===== src/rtl/serial_link_rx_pkg.sv =====
// Shared constants and types for the serial-link receive queue bridge.
package serial_link_rx_pkg;

  localparam logic [1:0] RESP_OKAY   = 2'b00;
  localparam logic [1:0] RESP_SLVERR = 2'b10;

  // OBI register word indices (reader_addr_i[6:2])
  localparam logic [4:0] OFF_QUEUE0 = 5'd0;
  localparam logic [4:0] OFF_STATUS = 5'd16;
  localparam logic [4:0] OFF_FILL   = 5'd17;
  localparam logic [4:0] OFF_FLUSH  = 5'd21;
  localparam logic [4:0] OFF_IRQ_EN = 5'd22;

  typedef enum logic [1:0] {
    ST_IDLE = 2'd0,
    ST_DATA = 2'd1,
    ST_RESP = 2'd2
  } wr_state_e;

endpackage


===== src/rtl/serial_link_rx_fifo.sv =====
// Single receive queue: power-of-two circular buffer with push, pop and flush.
module serial_link_rx_fifo #(
  parameter int unsigned Depth     = 8,
  parameter int unsigned DataWidth = 32
) (
  input  logic                     clk_i,
  input  logic                     rst_ni,
  input  logic                     push_i,
  input  logic [DataWidth-1:0]     data_i,
  input  logic                     pop_i,
  input  logic                     flush_i,
  output logic [DataWidth-1:0]     head_o,
  output logic                     full_o,
  output logic                     empty_o,
  output logic [$clog2(Depth):0]   count_o
);

  localparam int unsigned PtrW = $clog2(Depth);
  localparam int unsigned CntW = PtrW + 1;

  logic [DataWidth-1:0] mem_q [Depth];
  logic [PtrW-1:0]      wptr_q, wptr_d, rptr_q, rptr_d, waddr;
  logic [CntW-1:0]      count_q, count_d;
  logic                 do_push, do_pop;

  assign full_o  = (count_q == CntW'(Depth));
  assign empty_o = (count_q == '0);
  assign count_o = count_q;
  assign head_o  = mem_q[rptr_q];

  // A pop never sees a same-cycle push; flush overrides pop.
  assign do_push = push_i && !full_o;
  assign do_pop  = pop_i && !empty_o && !flush_i;
  assign waddr   = flush_i ? '0 : wptr_q;

  always_comb begin
    wptr_d  = wptr_q;
    rptr_d  = rptr_q;
    count_d = count_q;
    if (flush_i) begin
      rptr_d  = '0;
      wptr_d  = do_push ? PtrW'(1) : '0;
      count_d = do_push ? CntW'(1) : '0;
    end else begin
      if (do_push) wptr_d = wptr_q + PtrW'(1);
      if (do_pop)  rptr_d = rptr_q + PtrW'(1);
      count_d = count_q + CntW'(do_push) - CntW'(do_pop);
    end
  end

  always_ff @(posedge clk_i or negedge rst_ni) begin
    if (!rst_ni) begin
      wptr_q  <= '0;
      rptr_q  <= '0;
      count_q <= '0;
    end else begin
      wptr_q  <= wptr_d;
      rptr_q  <= rptr_d;
      count_q <= count_d;
    end
  end

  always_ff @(posedge clk_i) begin
    if (do_push) mem_q[waddr] <= data_i;
  end

endmodule


===== src/rtl/serial_link_rx_queue_bridge.sv =====
// AXI write sink steering bursts into NumQueues FIFOs, drained and controlled via OBI.
module serial_link_rx_queue_bridge
  import serial_link_rx_pkg::*;
#(
  parameter int unsigned DataWidth = 32,
  parameter int unsigned AddrWidth = 32,
  parameter int unsigned IdWidth   = 4,
  parameter int unsigned Depth     = 8,
  parameter int unsigned NumQueues = 2,
  parameter int unsigned QSelLsb   = 4,
  parameter int unsigned IrqThr    = 6
) (
  input  logic                 clk_i,
  input  logic                 rst_ni,
  input  logic                 aw_valid_i,
  output logic                 aw_ready_o,
  input  logic [AddrWidth-1:0] aw_addr_i,
  input  logic [IdWidth-1:0]   aw_id_i,
  input  logic                 w_valid_i,
  output logic                 w_ready_o,
  input  logic [DataWidth-1:0] w_data_i,
  input  logic                 w_last_i,
  output logic                 b_valid_o,
  input  logic                 b_ready_i,
  output logic [IdWidth-1:0]   b_id_o,
  output logic [1:0]           b_resp_o,
  input  logic                 reader_req_i,
  output logic                 reader_gnt_o,
  input  logic [AddrWidth-1:0] reader_addr_i,
  input  logic                 reader_we_i,
  input  logic [3:0]           reader_be_i,
  input  logic [31:0]          reader_wdata_i,
  output logic                 reader_rvalid_o,
  output logic [31:0]          reader_rdata_o,
  output logic [NumQueues-1:0] empty_o,
  output logic [NumQueues-1:0] full_o,
  output logic                 irq_o
);

  localparam int unsigned SelW = (NumQueues > 1) ? $clog2(NumQueues) : 1;
  localparam int unsigned QPad = 1 << SelW;
  localparam int unsigned CntW = $clog2(Depth) + 1;

  wr_state_e            state_q, state_d;
  logic [IdWidth-1:0]   id_q, id_d;
  logic [SelW-1:0]      sel_q, sel_d, sel_raw;
  logic                 err_q, err_d, sel_bad;
  logic                 aw_ready_q, b_valid_q;
  logic [1:0]           b_resp_q;
  logic                 w_beat;
  logic [QPad-1:0]      full_pad;

  logic                 rvalid_q;
  logic [31:0]          rdata_q, rdata_d;
  logic [NumQueues-1:0] uf_q, uf_d, irq_en_q, irq_en_d;
  logic [NumQueues-1:0] push_vec, pop_vec, flush_vec, thr_vec;
  logic                 irq_q;
  logic [4:0]           reg_idx;

  logic [DataWidth-1:0] head [NumQueues];
  logic [CntW-1:0]      cnt  [NumQueues];

  logic                 unused_bits;
  assign unused_bits = ^{reader_be_i, reader_addr_i, reader_wdata_i, aw_addr_i};

  assign aw_ready_o      = aw_ready_q;
  assign b_valid_o       = b_valid_q;
  assign b_resp_o        = b_resp_q;
  assign b_id_o          = id_q;
  assign reader_gnt_o    = reader_req_i;
  assign reader_rvalid_o = rvalid_q;
  assign reader_rdata_o  = rdata_q;
  assign irq_o           = irq_q;

  assign sel_raw   = aw_addr_i[QSelLsb +: SelW];
  assign sel_bad   = (NumQueues > 1) && (32'(sel_raw) >= NumQueues);
  assign full_pad  = QPad'(full_o);
  // Backpressure uses registered full so a same-cycle pop never lets a beat through.
  assign w_ready_o = (state_q == ST_DATA) && (err_q || !full_pad[sel_q]);
  assign w_beat    = w_valid_i && w_ready_o;
  assign reg_idx   = reader_addr_i[6:2];

  // Write burst FSM
  always_comb begin
    state_d = state_q;
    id_d    = id_q;
    sel_d   = sel_q;
    err_d   = err_q;
    unique case (state_q)
      ST_IDLE: if (aw_valid_i && aw_ready_q) begin
        state_d = ST_DATA;
        id_d    = aw_id_i;
        sel_d   = (NumQueues > 1) ? sel_raw : '0;
        err_d   = sel_bad;
      end
      ST_DATA: if (w_beat && w_last_i) state_d = ST_RESP;
      ST_RESP: if (b_ready_i) state_d = ST_IDLE;
      default: state_d = ST_IDLE;
    endcase
  end

  always_comb begin
    push_vec = '0;
    thr_vec  = '0;
    for (int q = 0; q < NumQueues; q++) begin
      push_vec[q] = w_beat && !err_q && (sel_q == SelW'(q));
      thr_vec[q]  = (cnt[q] >= CntW'(IrqThr));
    end
  end

  // OBI register access
  always_comb begin
    rdata_d   = rdata_q;
    pop_vec   = '0;
    flush_vec = '0;
    uf_d      = uf_q;
    irq_en_d  = irq_en_q;
    if (reader_req_i) begin
      rdata_d = '0;
      if (reader_we_i) begin
        if (reg_idx == OFF_FLUSH)  flush_vec = reader_wdata_i[NumQueues-1:0];
        if (reg_idx == OFF_IRQ_EN) irq_en_d  = reader_wdata_i[NumQueues-1:0];
      end else begin
        for (int q = 0; q < NumQueues; q++) begin
          if (reg_idx == OFF_QUEUE0 + 5'(q)) begin
            if (empty_o[q]) uf_d[q] = 1'b1;
            else begin
              pop_vec[q] = 1'b1;
              rdata_d    = head[q];
            end
          end
          if (reg_idx == OFF_FILL + 5'(q / 4)) rdata_d[8*(q%4) +: 8] = 8'(cnt[q]);
        end
        if (reg_idx == OFF_STATUS) rdata_d = {8'h00, 8'(uf_q), 8'(full_o), 8'(empty_o)};
        if (reg_idx == OFF_IRQ_EN) rdata_d = 32'(irq_en_q);
      end
    end
    uf_d = uf_d & ~flush_vec;
  end

  always_ff @(posedge clk_i or negedge rst_ni) begin
    if (!rst_ni) begin
      state_q    <= ST_IDLE;
      id_q       <= '0;
      sel_q      <= '0;
      err_q      <= 1'b0;
      aw_ready_q <= 1'b1;
      b_valid_q  <= 1'b0;
      b_resp_q   <= RESP_OKAY;
      rvalid_q   <= 1'b0;
      rdata_q    <= '0;
      uf_q       <= '0;
      irq_en_q   <= '0;
      irq_q      <= 1'b0;
    end else begin
      state_q    <= state_d;
      id_q       <= id_d;
      sel_q      <= sel_d;
      err_q      <= err_d;
      aw_ready_q <= (state_d == ST_IDLE);
      b_valid_q  <= (state_d == ST_RESP);
      b_resp_q   <= ((state_d == ST_RESP) && err_d) ? RESP_SLVERR : RESP_OKAY;
      rvalid_q   <= reader_req_i;
      rdata_q    <= rdata_d;
      uf_q       <= uf_d;
      irq_en_q   <= irq_en_d;
      irq_q      <= |(irq_en_q & thr_vec);
    end
  end

  for (genvar q = 0; q < NumQueues; q++) begin : g_queue
    serial_link_rx_fifo #(
      .Depth    (Depth),
      .DataWidth(DataWidth)
    ) u_fifo (
      .clk_i  (clk_i),
      .rst_ni (rst_ni),
      .push_i (push_vec[q]),
      .data_i (w_data_i),
      .pop_i  (pop_vec[q]),
      .flush_i(flush_vec[q]),
      .head_o (head[q]),
      .full_o (full_o[q]),
      .empty_o(empty_o[q]),
      .count_o(cnt[q])
    );
  end

endmodule


===== config.mk =====
export PLATFORM = sky130hd
export DESIGN_NAME = serial_link_rx_queue_bridge
export DESIGN_NICKNAME = d
export VERILOG_FILES = /design/src/rtl/serial_link_rx_pkg.sv /design/src/rtl/serial_link_rx_fifo.sv /design/src/rtl/serial_link_rx_queue_bridge.sv
export SDC_FILE = /design/constraint.sdc
export NUM_CORES = 1
export LEC_CHECK = 0
export ABC_AREA = 0
export BUFFER_PORTS_ARGS = -buffer_cell sky130_fd_sc_hd__clkbuf_2
export CORE_MARGIN = 2
export CORE_UTILIZATION = 59
export CTS_CLUSTER_SIZE = 20
export DETAILED_ROUTE_END_ITERATION = 10
export PLACE_DENSITY_LB_ADDON = 0.1
export SETUP_SLACK_MARGIN = 0.2
export SLEW_MARGIN = 20
export SYNTH_ARGS = -nofsm -noshare
export SYNTH_HDL_FRONTEND = slang
export SYNTH_SLANG_ARGS = --single-unit

===== constraint.sdc =====
create_clock -name clk_i -period 6 [get_ports clk_i]
set_clock_uncertainty 0.2 [all_clocks]
set_input_delay 0.3 -clock clk_i [delete_from_list [all_inputs] [get_ports clk_i]]
set_output_delay 0.3 -clock clk_i [all_outputs]
set_load 0.1 [all_outputs]

Word-level counts from Yosys, hierarchy flattened:

Memory sizes are Yosys's and may differ from the RTL's.
Index checks and enable logic that the tools add are counted.

* shift-type cells: 0
* multipliers: 0
* equal/unequal tests: 10
* multiplexer cells: 53
* add/sub/neg operators: 8
* bitwise operators: 4
* div/mod/pow operators: 0
* reductions and logical operators: 35
* magnitude comparators: 3

Operators with widths (number)
* 32-bit 2-to-1 mux: 7
* 3-bit 2-to-1 mux: 10
* 2-bit 2-to-1 mux: 11
* 5-bit == test (second input constant): 4
* 1-bit 2-to-1 mux: 20
* 8-bit 2-to-1 mux: 2
* 1-bit logical AND: 14
* 3-bit by 1-bit adder with 3-bit output (second input constant): 4
* 4-bit by 1-bit adder with 4-bit output: 2
* 4-bit == test (second input constant): 2
* 4-bit by 3-bit >= comparator with 1-bit output (second input constant): 2
* 1-bit logical NOT: 8
* 4-bit logical NOT: 2
* 4-bit 2-to-1 mux: 2
* 2-bit nonzero test: 4
* 4-bit by 1-bit subtractor with 4-bit output: 2
* 2-bit case mux with 3 select lines: 1
* 5-bit by 1-bit == test with 1-bit output (second input constant): 1
* 5-bit logical NOT: 1
* 2-bit bitwise AND: 2
* 2-bit == test (second input constant): 2
* 2-bit logical NOT: 2
* 3-bit AND reduction: 1
* 2-bit by 1-bit == test with 1-bit output (second input constant): 1
* 6 further kinds: 6

* ROM bits: 0
* input port bits: 144
* logic and storage cells: 133
* latch bits: 0
* memories: 2
* output and inout port bits: 48
* flip-flop bits (word level): 70
* memory bits (writable): 512

Memory list
* g_queue[0].u_fifo.mem_q: depth 8, bits a word 32, read ports 1, clocked after Yosys merged registers in 0, wr ports 1, RTL line serial_link_rx_fifo.sv:21 `logic [DataWidth-1:0] mem_q [Depth];`
* g_queue[1].u_fifo.mem_q: depth 8, bits a word 32, read ports 1, clocked after Yosys merged registers in 0, wr ports 1, RTL line serial_link_rx_fifo.sv:21

Logic depth before layout (Yosys ltp):

Gate-level depths: netlist of the first run.

* word-level depth: 13
* mapped depth: 13
* gate-level depth less buffers: 13

Cells and area by module:

From an unflattened synthesis of the first run, not the netlist that was laid out.

* cell total of the unflattened synthesis: 1125
* area total of the unflattened synthesis: 23188.5 um^2

By module, submodules not included
* serial_link_rx_fifo at g_queue[1].u_fifo: times used 1, seq. area each 7937.6 um^2, cells an instance 449, area each 10415.0 um^2
* serial_link_rx_fifo at g_queue[0].u_fifo: times used 1, seq. area each 7937.6 um^2, cells an instance 449, area each 10311.1 um^2
* serial_link_rx_queue_bridge: times used 1, seq. area each 1227.4 um^2, cells an instance 227, area each 2462.4 um^2

Worst setup path after synthesis of the first run:

No wires, ideal clock.

* path kind: register to register
* start: register g_queue[0].u_fifo.count_q[2]
* end: memory g_queue[0].u_fifo.mem_q[1][0], enable pin
* path slack: 1.740 ns
* path buffers: 0
* period minus slack after synthesis: 4.260 ns
* arrival: 3.599 ns
* cell stages (with the launch flop): 7
* library setup time: 0.461 ns
* required time: 5.339 ns
* cells stage by stage: dfrtp_1 inv_1 ha_1 nor3b_1 nor3b_2 nand3_1 nor3_1

* word-level cells in the longest chain between the ends: 12
* elaborated cells between the ends (all ways): 13
* those cells by class: eq/ne (1); mux (4); reduce/logical (8)

RTL lines
* from (decl): RTL line serial_link_rx_fifo.sv:23 `logic [CntW-1:0] count_q, count_d;`
* from (signal assigned): RTL line serial_link_rx_fifo.sv:59 `count_q <= count_d;`
* 4-bit == test (*): RTL line serial_link_rx_fifo.sv:26 `assign full_o = (count_q == CntW'(Depth));`
* named net g_queue[0].u_fifo.full_o: RTL line serial_link_rx_fifo.sv:13 `output logic full_o,`
* 1-bit 2-to-1 mux (not written as such) (2 in series): RTL line serial_link_rx_queue_bridge.sv:79 `assign w_ready_o = (state_q == ST_DATA) && (err_q || !full_pad[sel_q]);`
* 1-bit logical NOT: RTL line serial_link_rx_queue_bridge.sv:79
* 1-bit logical OR: RTL line serial_link_rx_queue_bridge.sv:79
* 1-bit logical AND: RTL line serial_link_rx_queue_bridge.sv:79
* 1-bit logical AND: RTL line serial_link_rx_queue_bridge.sv:80 `assign w_beat = w_valid_i && w_ready_o;`
* 1-bit logical AND (2 in series): RTL line serial_link_rx_queue_bridge.sv:106 `push_vec[q] = w_beat && !err_q && (sel_q == SelW'(q));`
* 1-bit logical AND (*): RTL line serial_link_rx_fifo.sv:32 `assign do_push = push_i && !full_o;`
* 1-bit 2-to-1 mux (*): RTL line serial_link_rx_fifo.sv:64 `if (do_push) mem_q[waddr] <= data_i;`
* 1-bit 2-to-1 mux (not written as such) (*): RTL line serial_link_rx_fifo.sv:64
* to (decl): RTL line serial_link_rx_fifo.sv:21

The timed path passes the listed nets; every way through them passes the cells marked *. The select of a mux whose other input is x is not followed.

Worst setup path in the final report of the first run:

* start: register state_q[1]
* end: memory g_queue[0].u_fifo.mem_q[7][16], enable pin

* word-level cells in the longest chain between the ends: 8

RTL lines
* from (decl): RTL line serial_link_rx_queue_bridge.sv:44 `wr_state_e state_q, state_d;`
* from (signal assigned): RTL line serial_link_rx_queue_bridge.sv:156 `state_q <= state_d;`
* 2-bit by 1-bit == test with 1-bit output: RTL line serial_link_rx_queue_bridge.sv:79
* 1-bit logical AND: RTL line serial_link_rx_queue_bridge.sv:79
* 1-bit logical AND: RTL line serial_link_rx_queue_bridge.sv:80
* 1-bit logical AND (2 in series): RTL line serial_link_rx_queue_bridge.sv:106
* 1-bit logical AND: RTL line serial_link_rx_fifo.sv:32
* 1-bit 2-to-1 mux: RTL line serial_link_rx_fifo.sv:64
* 1-bit 2-to-1 mux (not written as such): RTL line serial_link_rx_fifo.sv:64

Every way passes these cells.

==> metrics.yaml, run 1 <==
status: "finished clean"
num_antenna_cells: 0
power.density_mw_per_mm2: 365
max_stage_delay_ns: 0.82
synth_nets: 1295
dr_wl_met3_um: 3330
min_period_ns: 3.70
tns_ns: 0
fmax_mhz: 271
synth_seq_cells: 581
vias: 11500
gp_congestion: 0.790
worstMarginPinSlew_ns: 1.07
cts_sinks: 581
finalSetupViolCount: 0
grt_antenna_before_repair: 0
start_kind: "flop"
dieArea_mm2: 0.0403
hold_class: "in2reg"
clk_latency_ns: 0.60
htree_levels: 2
regToRegSetupSlack_ns: 2.30
post_cts_resized: 0
max_cap_violations: 0
clockBufferDepth: 3
crit_slowest_cell: "nor2_4"
yosysTopAreaCellShare_pct: 67.3
setup_ws_ns: 2.30
numCtsBuffers: 57
ir_drop_uv: 247
holdWs_ns: 0.0831
cp-end-kind: "flop"
synth_edf_count: 512
hold_viol_final: 0
die_h_um: 201
crit_chain: "nor4bb_1, nor3b_2, nand3_1, nor2_4, buf_4"
fp.coreArea_mm2: 0.0385
relSlewSlack_pct: 29.0
cts_root_buf: "clkbuf_16"
crit_fanout: 18
holdPathStages: 5
cp_data_required_time_ns: 6.06
routed.top_layer: "met4"
viasPerCell: 6.16
fin_nets: 1465
grt_remaining_overflow: 0
synth_top_flop_cell: "edfxtp_1"
async_flop_share_pct: 11.9
wirelength_um: 48900
wl_met1_um: 20400
netlist_instances: 1131
drt.antenna.violating_nets: 0
critical_path_class: "reg2reg"
ys_types: 60
first_global_vias: 11800
synth_area_leaders: "edfxtp_1 (67%), mux4_2 (12%), dfrtp_1 (7.5%)"
drtPass1Iterations: 7
cts_setup_buffers: 0
nFillCells: 2507
port_buffers: 98
slew_viol_final: 0
synth.avg_cell_area_um2: 20.2
dp_slack_ns: 2.28
area_growth_pct: 15.2
finalCritPeriodShare_pct: 61.6
rsz0062_at_grt: "false"
drtIter0Drc: 860
cts.reportedPaths.clkPinSlew_ns: 0.06
r2r_cells: 5
grt_max_degree: 70
ys_warn_count: 0
initial_core_util_pct: 59.4
drive_gt1_share_pct: 27.6
io_pins: 192
place_hpwl_um: 26900
cts_tree: "built"
synth_area_mm2: 0.0228
wl_met2_um: 24100
track_usage_pct: 25.2
yosys.area.top_type: "edfxtp_1"
rows: 72
seq_area_frac_synth_pct: 74.9
crit_arrival_ns: 3.76
power_leakage_nw: 8.80
die_w_um: 201
wl_per_cell_um: 26.2
drc_errors: 0
grt_pass1_wl_um: 74400
## path summary, 6_finish.rpt
kind,from,endpoint
worst max register to register,state_q[1],g_queue[0].u_fifo.mem_q[7][16]
min in group asynchronous,rst_ni,reader_rdata_o[2]
max in group asynchronous,rst_ni,g_queue[1].u_fifo.rptr_q[2]
worst min register to register,reader_rdata_o[11],reader_rdata_o[11]
worst min-delay path,reader_addr_i[4],reader_rdata_o[0]
worst max-delay path,state_q[1],g_queue[0].u_fifo.mem_q[7][16]
## registers in the layout, indices dropped and copies added (netlist names)
register,cells
irq_en_q,2
sel_q,1
b_valid_o,1
g_queue.u_fifo.mem_q,512
aw_ready_o,1
reader_rvalid_o,1
b_id_o,4
err_q,1
g_queue.u_fifo.wptr_q,6
uf_q,2
reader_rdata_o,32
g_queue.u_fifo.count_o,8
irq_o,1
b_resp_o,1
state_q,2
g_queue.u_fifo.rptr_q,6
## critical path: cells and delay by family (launching register included)
kind / cells / cell delay, ns
flops: 1 / 0.41
simple gates: 4 / 2.30
buf+inv: 1 / 0.43
## layout by cell type, fill, tap and decap left out, types with 26 or more instances in the layout
cell           netlist  layout
buf_4                6      26
clkbuf_16            0      57
clkbuf_2             0      97
dfrtp_1             68      62
dlygate4sd3_1        0      51
edfxtp_1           512     512
mux2i_1             66      66
mux4_2             120     120
nand2_1             28      28
o22ai_1             27      27
## per-layer routing
| metal | up-vias | track usage, % |
|---|---|---|
| met3 | 69 | 4.12 |
| met2 | 450 | 41.3 |
| met4 | 0 | 7.49 |
| met1 | 6007 | 35.8 |
| met5 | - | 0 |
| li1 | 4972 | - |
## what timing repair did
item,4_1_cts,5_1_grt
endpoints found under the hold margin,604,0
setup endpoints to repair,0,0
hold buffers,51,0
## power by group
| part | total, mW | switching (mW) | internal, mW |
|---|---|---|---|
| Clock | 3.43 | 1.45 | 1.98 |
| Combinational | 1.33 | 0.837 | 0.490 |
| Sequential | 4.85 | 0.201 | 4.64 |
| Total | 9.60 | 2.49 | 7.12 |
## synth_stat cells (all sizes together), types with 5 or more instances
master and instances:
buf 35, inv 19, mux2 17, ha 18, or3 6, mux2i 66
a32o 6, nor2 30, o21ai 15, nor3 9, nand3 11, a21oi 12
o22ai 27, nand2b 8, and2 5, edfxtp 512, nand2 28, a22o 19
mux4 120, xnor2 6, nor3b 5, clkbuf 29, dfrtp 68
## logic make-up after synthesis
family	share of synthesized area, %
flops	74.9
mux	15.6
simple gates	2.87
compound gates	3.44
buf+inv	1.66
fa+ha+maj	1.16
xor+xnor	0.384
other cells	0.0164
## stage by stage
stage	instances	total power [mW]	util, %	instance area [um^2]
after floorplan	1131	5.85	-	22800
after global placement	1709	6.20	62.4	24000
after detailed placement	1709	6.23	62.4	24000
after CTS	1866	9.68	68.4	26300
after global routing	1866	9.96	68.4	26300
final	1866	9.60	68.4	26300
## area by class of cell
type / count / area, um^2 / area share, %
sequential: 581 / 17100 / 65.1
multi-input combinational: 467 / 5460 / 20.8
clock buffer: 80 / 1560 / 5.94
timing repair buffer: 175 / 1200 / 4.57
tap: 518 / 648 / 2.46
clock inverter: 26 / 230 / 0.875
inverter: 19 / 71.3 / 0.271
Note: power is estimated with default switching activity, not from simulation.
==> run 2, diff against run 1 <==
- ABC_AREA: 0 -> 1
- CORE_UTILIZATION: 59 -> 54
- clock period: 6 -> 3.3 ns (I/O delays scaled with it)
==> run 2 against run 1 <==
Net effect:
- non-clock buffer count rose by 36
- synthesized area up 3.3%
- largest cell class unchanged
- critical path type is now in2reg
- sequential share of layout area fell by 2.8 points
- clock power grew 94%
==> metrics.yaml, run 2 <==
status: "finished clean"  # unchanged
yosysMostFrequentCell: "edfxtp_1"  # unchanged
synth_top_flop_cell: "edfxtp_1"  # unchanged
die_h_um: 213  # was 201 um
port_buffers: 98  # unchanged
holdWs_ns: 0.0559  # was 0.0831 ns
power.total_mw: 20.1  # was 9.60 mW
dp_slack_ns: 0.460  # was 2.28 ns
slew_viol_final: 0  # unchanged
num_antenna_cells: 0  # unchanged
wirelength_um: 57800  # was 48900 um
cts.reportedPaths.clkPinSlew_ns: 0.06  # about the same
finalSetupViolCount: 0  # unchanged
regToRegSetupSlack_ns: 0.41  # was 2.30 ns
crit_arrival_ns: 3.01  # was 3.76 ns
drtIter0Drc: 1514  # was 860
cts_tree: "built"  # unchanged
drc_errors: 0  # unchanged
fin_area_mm2: 0.0275  # was 0.0263 mm^2
ys_warn_count: 0  # unchanged
grt_remaining_overflow: 0  # unchanged
drtPass1Iterations: 5  # was 7
yosys.area.top_type: "edfxtp_1"  # unchanged
initial_core_util_pct: 54.8  # was 59.4%
vias: 15300  # was 11500
yosysTopAreaCellShare_pct: 65.2  # was 67.3%
relSlewSlack_pct: 33.8  # was 29.0%
fmax_mhz: 341
wl_per_cell_um: 21.5  # was 26.2 um
cp-end-kind: "flop"  # unchanged
clockBufferDepth: 3  # unchanged
final_common_cell: "edfxtp_1"  # unchanged
top_register: "g_queue.u_fifo.mem_q"  # unchanged
cts_setup_buffers: 0  # unchanged
clk_latency_ns: 0.62  # was 0.60 ns
crit_cells: 9  # was 5
cpLargestDelayFamily: "buffers and inverters"  # was simple AND/OR/NAND/NOR gates
finalCritPeriodShare_pct: 88.7
yosys-top-cells-count: "edfxtp_1 (512), nor2_1 (307), nand2_1 (251)"  # was edfxtp_1 (512), mux4_2 (120), dfrtp_1 (68)
min_period_ns: 2.93
layoutNonFillerInstCount: 2689  # was 1866
worstMarginPinSlew_ns: 0.992  # was 1.07 ns
drt.antenna.violating_nets: 0  # unchanged
dieArea_mm2: 0.0454  # was 0.0403 mm^2
seq_area_frac_synth_pct: 72.5  # was 74.9%
place_area_mm2: 0.0249  # was 0.0240 mm^2
crit_fanout: 25  # was 18
cts_sinks: 581  # unchanged
setup_ws_ns: 0.372  # was 2.30 ns
cp_data_required_time_ns: 3.39  # was 6.06 ns
viasPerCell: 5.70  # was 6.16
synth.avg_cell_area_um2: 12.4  # was 20.2 um^2
grt_antenna_before_repair: 0  # unchanged
synth_seq_cells: 581  # unchanged
gp_congestion: 0.833  # was 0.790
start_kind: "input pin"  # was flop
tns_ns: 0  # unchanged
ys_types: 46  # was 60
rows: 76  # was 72
grt_max_degree: 130  # was 70
async_flop_share_pct: 11.9  # unchanged
cts_root_buf: "clkbuf_16"  # unchanged
netlist_instances: 1897  # was 1131
synth_area_leaders: "edfxtp_1 (65%), dfrtp_1 (7.2%), nor2_1 (4.9%)"  # was edfxtp_1 (67%), mux4_2 (12%), dfrtp_1 (7.5%)
htree_levels: 2  # unchanged
ir_drop_uv: 418  # was 247 uV
io_pins: 192  # unchanged
area_growth_pct: 16.4  # was 15.2%
hold_viol_final: 0  # unchanged
crit_chain: "dlygate4sd3_1, clkbuf_2, nor4_2, dlygate4sd3_1, nand3_1, nand2_1, nand2_1, nor3_2, clkbuf_8"  # was nor4bb_1, nor3b_2, nand3_1, nor2_4, buf_4
synth_nets: 2061  # was 1295
fin_nets: 2218  # was 1465
layout_common_cells: "edfxtp_1 (512), nor2_1 (300), nand2_1 (251), o21ai_0 (228), clkbuf_2 (97)"  # was edfxtp_1 (512), mux4_2 (120), clkbuf_2 (97), mux2i_1 (66), dfrtp_1 (62)
dp_cells: 2517  # was 1709
grt_pass1_wl_um: 87900  # was 74400 um
numCtsBuffers: 58  # was 57
synth_area_mm2: 0.0236  # was 0.0228 mm^2
r2r_cells: 10  # was 5
power.density_mw_per_mm2: 731  # was 365 mW/mm^2
max_cap_violations: 0  # unchanged
final_util_pct: 63.8  # was 68.4%
hold_class: "in2async"  # was in2reg
fp.coreArea_mm2: 0.0431  # was 0.0385 mm^2
r2r-start: "g_queue[0].u_fifo.count_o[2]"  # was state_q[1]
power_leakage_nw: 10.1  # was 8.80 nW
crit_slowest_cell: "dlygate4sd3_1"  # was nor2_4
largest_reg_flops: 512  # unchanged
rr_endpoint: "g_queue[0].u_fifo.mem_q[5][12]"  # was g_queue[0].u_fifo.mem_q[7][16]
cp_num_buf_inv: 4  # was 1
die_w_um: 213  # was 201 um
drive_gt1_share_pct: 14.1  # was 27.6%
max_stage_delay_ns: 0.62  # was 0.82 ns
track_usage_pct: 26.1  # was 25.2%
rsz0062_at_grt: "true"  # was false
synth_edf_count: 512  # unchanged
first_global_vias: 15000  # was 11800
critical_path_class: "in2reg"  # was reg2reg
place_hpwl_um: 31600  # was 26900 um
==> run 2: cell count changes in the layout (fill, tap and decap cells not counted), moves of 30 or more <==
cell      delta
nor2_1     +282
mux2i_1     -66
o22ai_1     +30
inv_1       +36
o211ai_1    +43
nand3_1     +45
o21ai_0    +216
nand2_1    +223
mux4_2     -120
o21ai_1     +37
a21oi_1     +30
==> run 2: kinds of logic (layout without fill, tap and decap cells) <==
| kind of cell | after synthesis | after routing | synth area share, % |
|---|---|---|---|
| AND/OR/NAND/NOR | 664 | 664 | 11.6 |
| flip-flops | 581 | 581 | 72.5 |
| AO/OA/AOI/OAI | 440 | 440 | 10.6 |
| buffers and inverters | 185 | 392 | 3.95 |
| adder cells (fa/ha/maj) | 20 | 20 | 1.12 |
| multiplexers | 4 | 4 | 0.191 |
| XOR/XNOR | 2 | 2 | 0.0742 |
| other | 1 | 1 | 0.0159 |
==> run 2: power breakdown <==
part	switching [mW]	internal, mW
combinational	3.35	1.33
sequential	0.255	8.51
clock	2.77	3.88
total	6.38	13.7
==> run 2: final cells by class <==
cell class              count  area, um^2
clock buffers              83        1690
inverters                  71         270
multi-input cells        1131        5700
fillers                  3287       15600
clock inverters            27         267
flip-flops and latches    581       17100
well taps                 585         732
repair buffers            211        1700
==> run 2: worst max path at each step <==
stage / endpoint / from
2_1_floorplan: g_queue[1].u_fifo.mem_q[3][0] / g_queue[1].u_fifo.count_o[2]
3_3_place_gp: g_queue[0].u_fifo.mem_q[5][29] / g_queue[0].u_fifo.count_o[2]
3_5_place_dp: g_queue[0].u_fifo.mem_q[5][29] / g_queue[0].u_fifo.count_o[2]
4_1_cts: g_queue[1].u_fifo.mem_q[1][17] / reader_addr_i[3]
5_1_grt: g_queue[1].u_fifo.mem_q[1][17] / reader_addr_i[3]
6_report: g_queue[1].u_fifo.mem_q[1][29] / reader_addr_i[3]
==> run 2: routing by layer <==
metal | routed length, um | global-route usage (%)
met1 | 25300 | 36.5
met2 | 27500 | 42.8
met3 | 3240 | 3.16
met4 | 1710 | 9.28
met5 | 0 | 0
==> run 2: repair_timing <==
action | CTS | global route
hold endpoints to repair | 643 | 0
setup endpoints to repair | 0 | 27
resized for setup | 0 | 3
hold buffers | 62 | 0
==> run 3, diff against run 2 <==
- ABC_AREA: 1 -> unset
==> run 3 against run 2 <==
Net effect:
- the run now ends with hold timing left
- sequential cell count unchanged
- final cell count down 28%
- final area down 1.7%
- worst hold slack worse by 0.070 ns
- total power down 11%
- core utilization up 0.78 points
- die area down 3.2%
- non-clock buffer count up 8
- wire length down 13%
- critical path depth down 3
- critical path type is now reg2reg
- largest cell class unchanged
- largest power group unchanged
==> metrics.yaml, run 3 (synthesis gave the netlist of run 1 again) <==
crit_arrival_ns: 2.99  # was 3.01 ns
regToRegSetupSlack_ns: 0.41  # about the same
crit_slowest_cell: "nor4bb_1"  # was dlygate4sd3_1
clk_latency_ns: 0.61  # was 0.62 ns
status: "finished, violations left"  # was finished clean
first_global_vias: 11800  # was 15000
htree_levels: 2  # unchanged
rows: 75  # was 76
fmax_mhz: 346  # was 341 MHz
crit_cells: 6  # was 9
setup_ws_ns: 0.406  # was 0.372 ns
drive_gt1_share_pct: 29.3  # was 14.1%
cts_setup_buffers: 0  # unchanged
cts_tree: "built"  # unchanged
power_leakage_nw: 9.09  # was 10.1 nW
layoutNonFillerInstCount: 1931  # was 2689
track_usage_pct: 23.4  # was 26.1%
die_w_um: 210  # was 213 um
hold_viol_final: 9  # was 0
cpLargestDelayFamily: "simple AND/OR/NAND/NOR gates"  # was buffers and inverters
violations: "hold timing"
drtPass1Iterations: 7  # was 5
die_h_um: 210  # was 213 um
place_hpwl_um: 28200  # was 31600 um
finalCritPeriodShare_pct: 87.7  # was 88.7%
cp_num_buf_inv: 2  # was 4
relSlewSlack_pct: 37.2  # was 33.8%
r2r-start: "state_q[1]"  # was g_queue[0].u_fifo.count_o[2]
dieArea_mm2: 0.0439  # was 0.0454 mm^2
area_growth_pct: 18.3  # was 16.4%
cts_root_buf: "clkbuf_16"  # unchanged
dp_slack_ns: 0.425  # was 0.460 ns
min_period_ns: 2.89  # was 2.93 ns
crit_path_frequent_cell: "nand3_1"
grt_antenna_before_repair: 0  # unchanged
grt_pass1_wl_um: 74600  # was 87900 um
finalSetupViolCount: 0  # unchanged
cts_sinks: 581  # unchanged
critical_path_class: "reg2reg"  # was in2reg
holdWs_ns: -0.0140  # was 0.0559 ns
crit_fanout: 15  # was 25
numCtsBuffers: 57  # was 58
max_cap_violations: 0  # unchanged
power.total_mw: 17.8  # was 20.1 mW
layout_common_cells: "edfxtp_1 (512), mux4_2 (120), clkbuf_2 (96), mux2i_1 (66), dfrtp_1 (62)"  # was edfxtp_1 (512), nor2_1 (300), nand2_1 (251), o21ai_0 (228), clkbuf_2 (97)
fin_nets: 1509  # was 2218
drtIter0Drc: 1155  # was 1514
drc_errors: 0  # unchanged
worstMarginPinSlew_ns: 0.935  # was 0.992 ns
cp-end-kind: "flop"  # unchanged
fp.coreArea_mm2: 0.0419  # was 0.0431 mm^2
start_kind: "flop"  # was input pin
viasPerCell: 6.00  # was 5.70
clockBufferDepth: 3  # unchanged
io_pins: 192  # unchanged
largest_reg_flops: 512  # unchanged
r2r_cells: 6  # was 10
initial_core_util_pct: 54.6  # was 54.8%
hold_class: "in2async"  # unchanged
cp_data_required_time_ns: 3.39  # about the same
power.density_mw_per_mm2: 660  # was 731 mW/mm^2
wirelength_um: 50200  # was 57800 um
gp_congestion: 0.800  # was 0.833
rsz0062_at_grt: "false"  # was true
num_antenna_cells: 0  # unchanged
max_stage_delay_ns: 0.44  # was 0.62 ns
grt_max_degree: 70  # was 130
rr_endpoint: "g_queue[1].u_fifo.mem_q[1][6]"  # was g_queue[0].u_fifo.mem_q[5][12]
cts.reportedPaths.clkPinSlew_ns: 0.06  # about the same
crit_chain: "nor4bb_1, nand3_1, inv_1, nand3_1, nor3_4, buf_12"  # was dlygate4sd3_1, clkbuf_2, nor4_2, dlygate4sd3_1, nand3_1, nand2_1, nand2_1, nor3_2, clkbuf_8
port_buffers: 98  # unchanged
ir_drop_uv: 402  # was 418 uV
grt_remaining_overflow: 0  # unchanged
final_common_cell: "edfxtp_1"  # unchanged
vias: 11600  # was 15300
drt.antenna.violating_nets: 0  # unchanged
slew_viol_final: 0  # unchanged
wl_per_cell_um: 26.0  # was 21.5 um
top_register: "g_queue.u_fifo.mem_q"  # unchanged
dp_cells: 1764  # was 2517
## run 3: cell type report
class	count	area (um^2)
flip-flops and latches	581	17100
clock buffers	84	1600
multi-input cells	467	5480
clock inverters	22	245
fillers	2853	14800
inverters	19	71.3
repair buffers	219	1820
well taps	539	674
## run 3: worst register-to-register path, cell delays in order (launching register included)
cell and delay (ns):
dfrtp_1 0.41, nor4bb_1 0.44, nand3_1 0.34, inv_1 0.25, nand3_1 0.35, nor3_4 0.35
buf_12 0.24
## run 3: how the worst max path moves through the flow
| stage | from | endpoint | slack, ns |
|---|---|---|---|
| floorplan | g_queue[0].u_fifo.count_o[2] | g_queue[0].u_fifo.mem_q[7][0] | -0.11 |
| global placement | state_q[1] | g_queue[1].u_fifo.mem_q[1][15] | 0.44 |
| detailed placement | state_q[1] | g_queue[1].u_fifo.mem_q[1][29] | 0.42 |
| CTS | g_queue[1].u_fifo.count_o[2] | w_ready_o | 0.34 |
| global route | state_q[1] | g_queue[1].u_fifo.mem_q[1][13] | 0.20 |
| finish | state_q[1] | g_queue[1].u_fifo.mem_q[1][6] | 0.41 |
## run 3: metal layers
metal  track usage (%)  wire [um]  up-vias
met5                 0          0        -
met4              7.02       1080        0
met3              3.14       2770       75
met2              37.5      24100      349
met1              34.2      22200     6106
li1                  -          -     5057
## run 3: timing repair
item | CTS | global route
hold endpoints to repair | 620 | 0
endpoints found under the setup margin | 1 | 1
hold buffers | 61 | 0
resized for setup | 1 | 1
## run 3: per-stage QoR
stage	util, %	area (um^2)	setup TNS, ns
final	64.5	27000	0
after global routing	64.5	27000	0
after CTS	64.5	27000	0
after detailed placement	58.7	24500	0
after global placement	58.7	24500	0
after floorplan	-	22900	-15.24
## run 3: power breakdown
| part | internal (mW) | switching [mW] |
|---|---|---|
| combinational | 1.03 | 1.62 |
| clock | 3.74 | 2.66 |
| sequential | 8.44 | 0.324 |
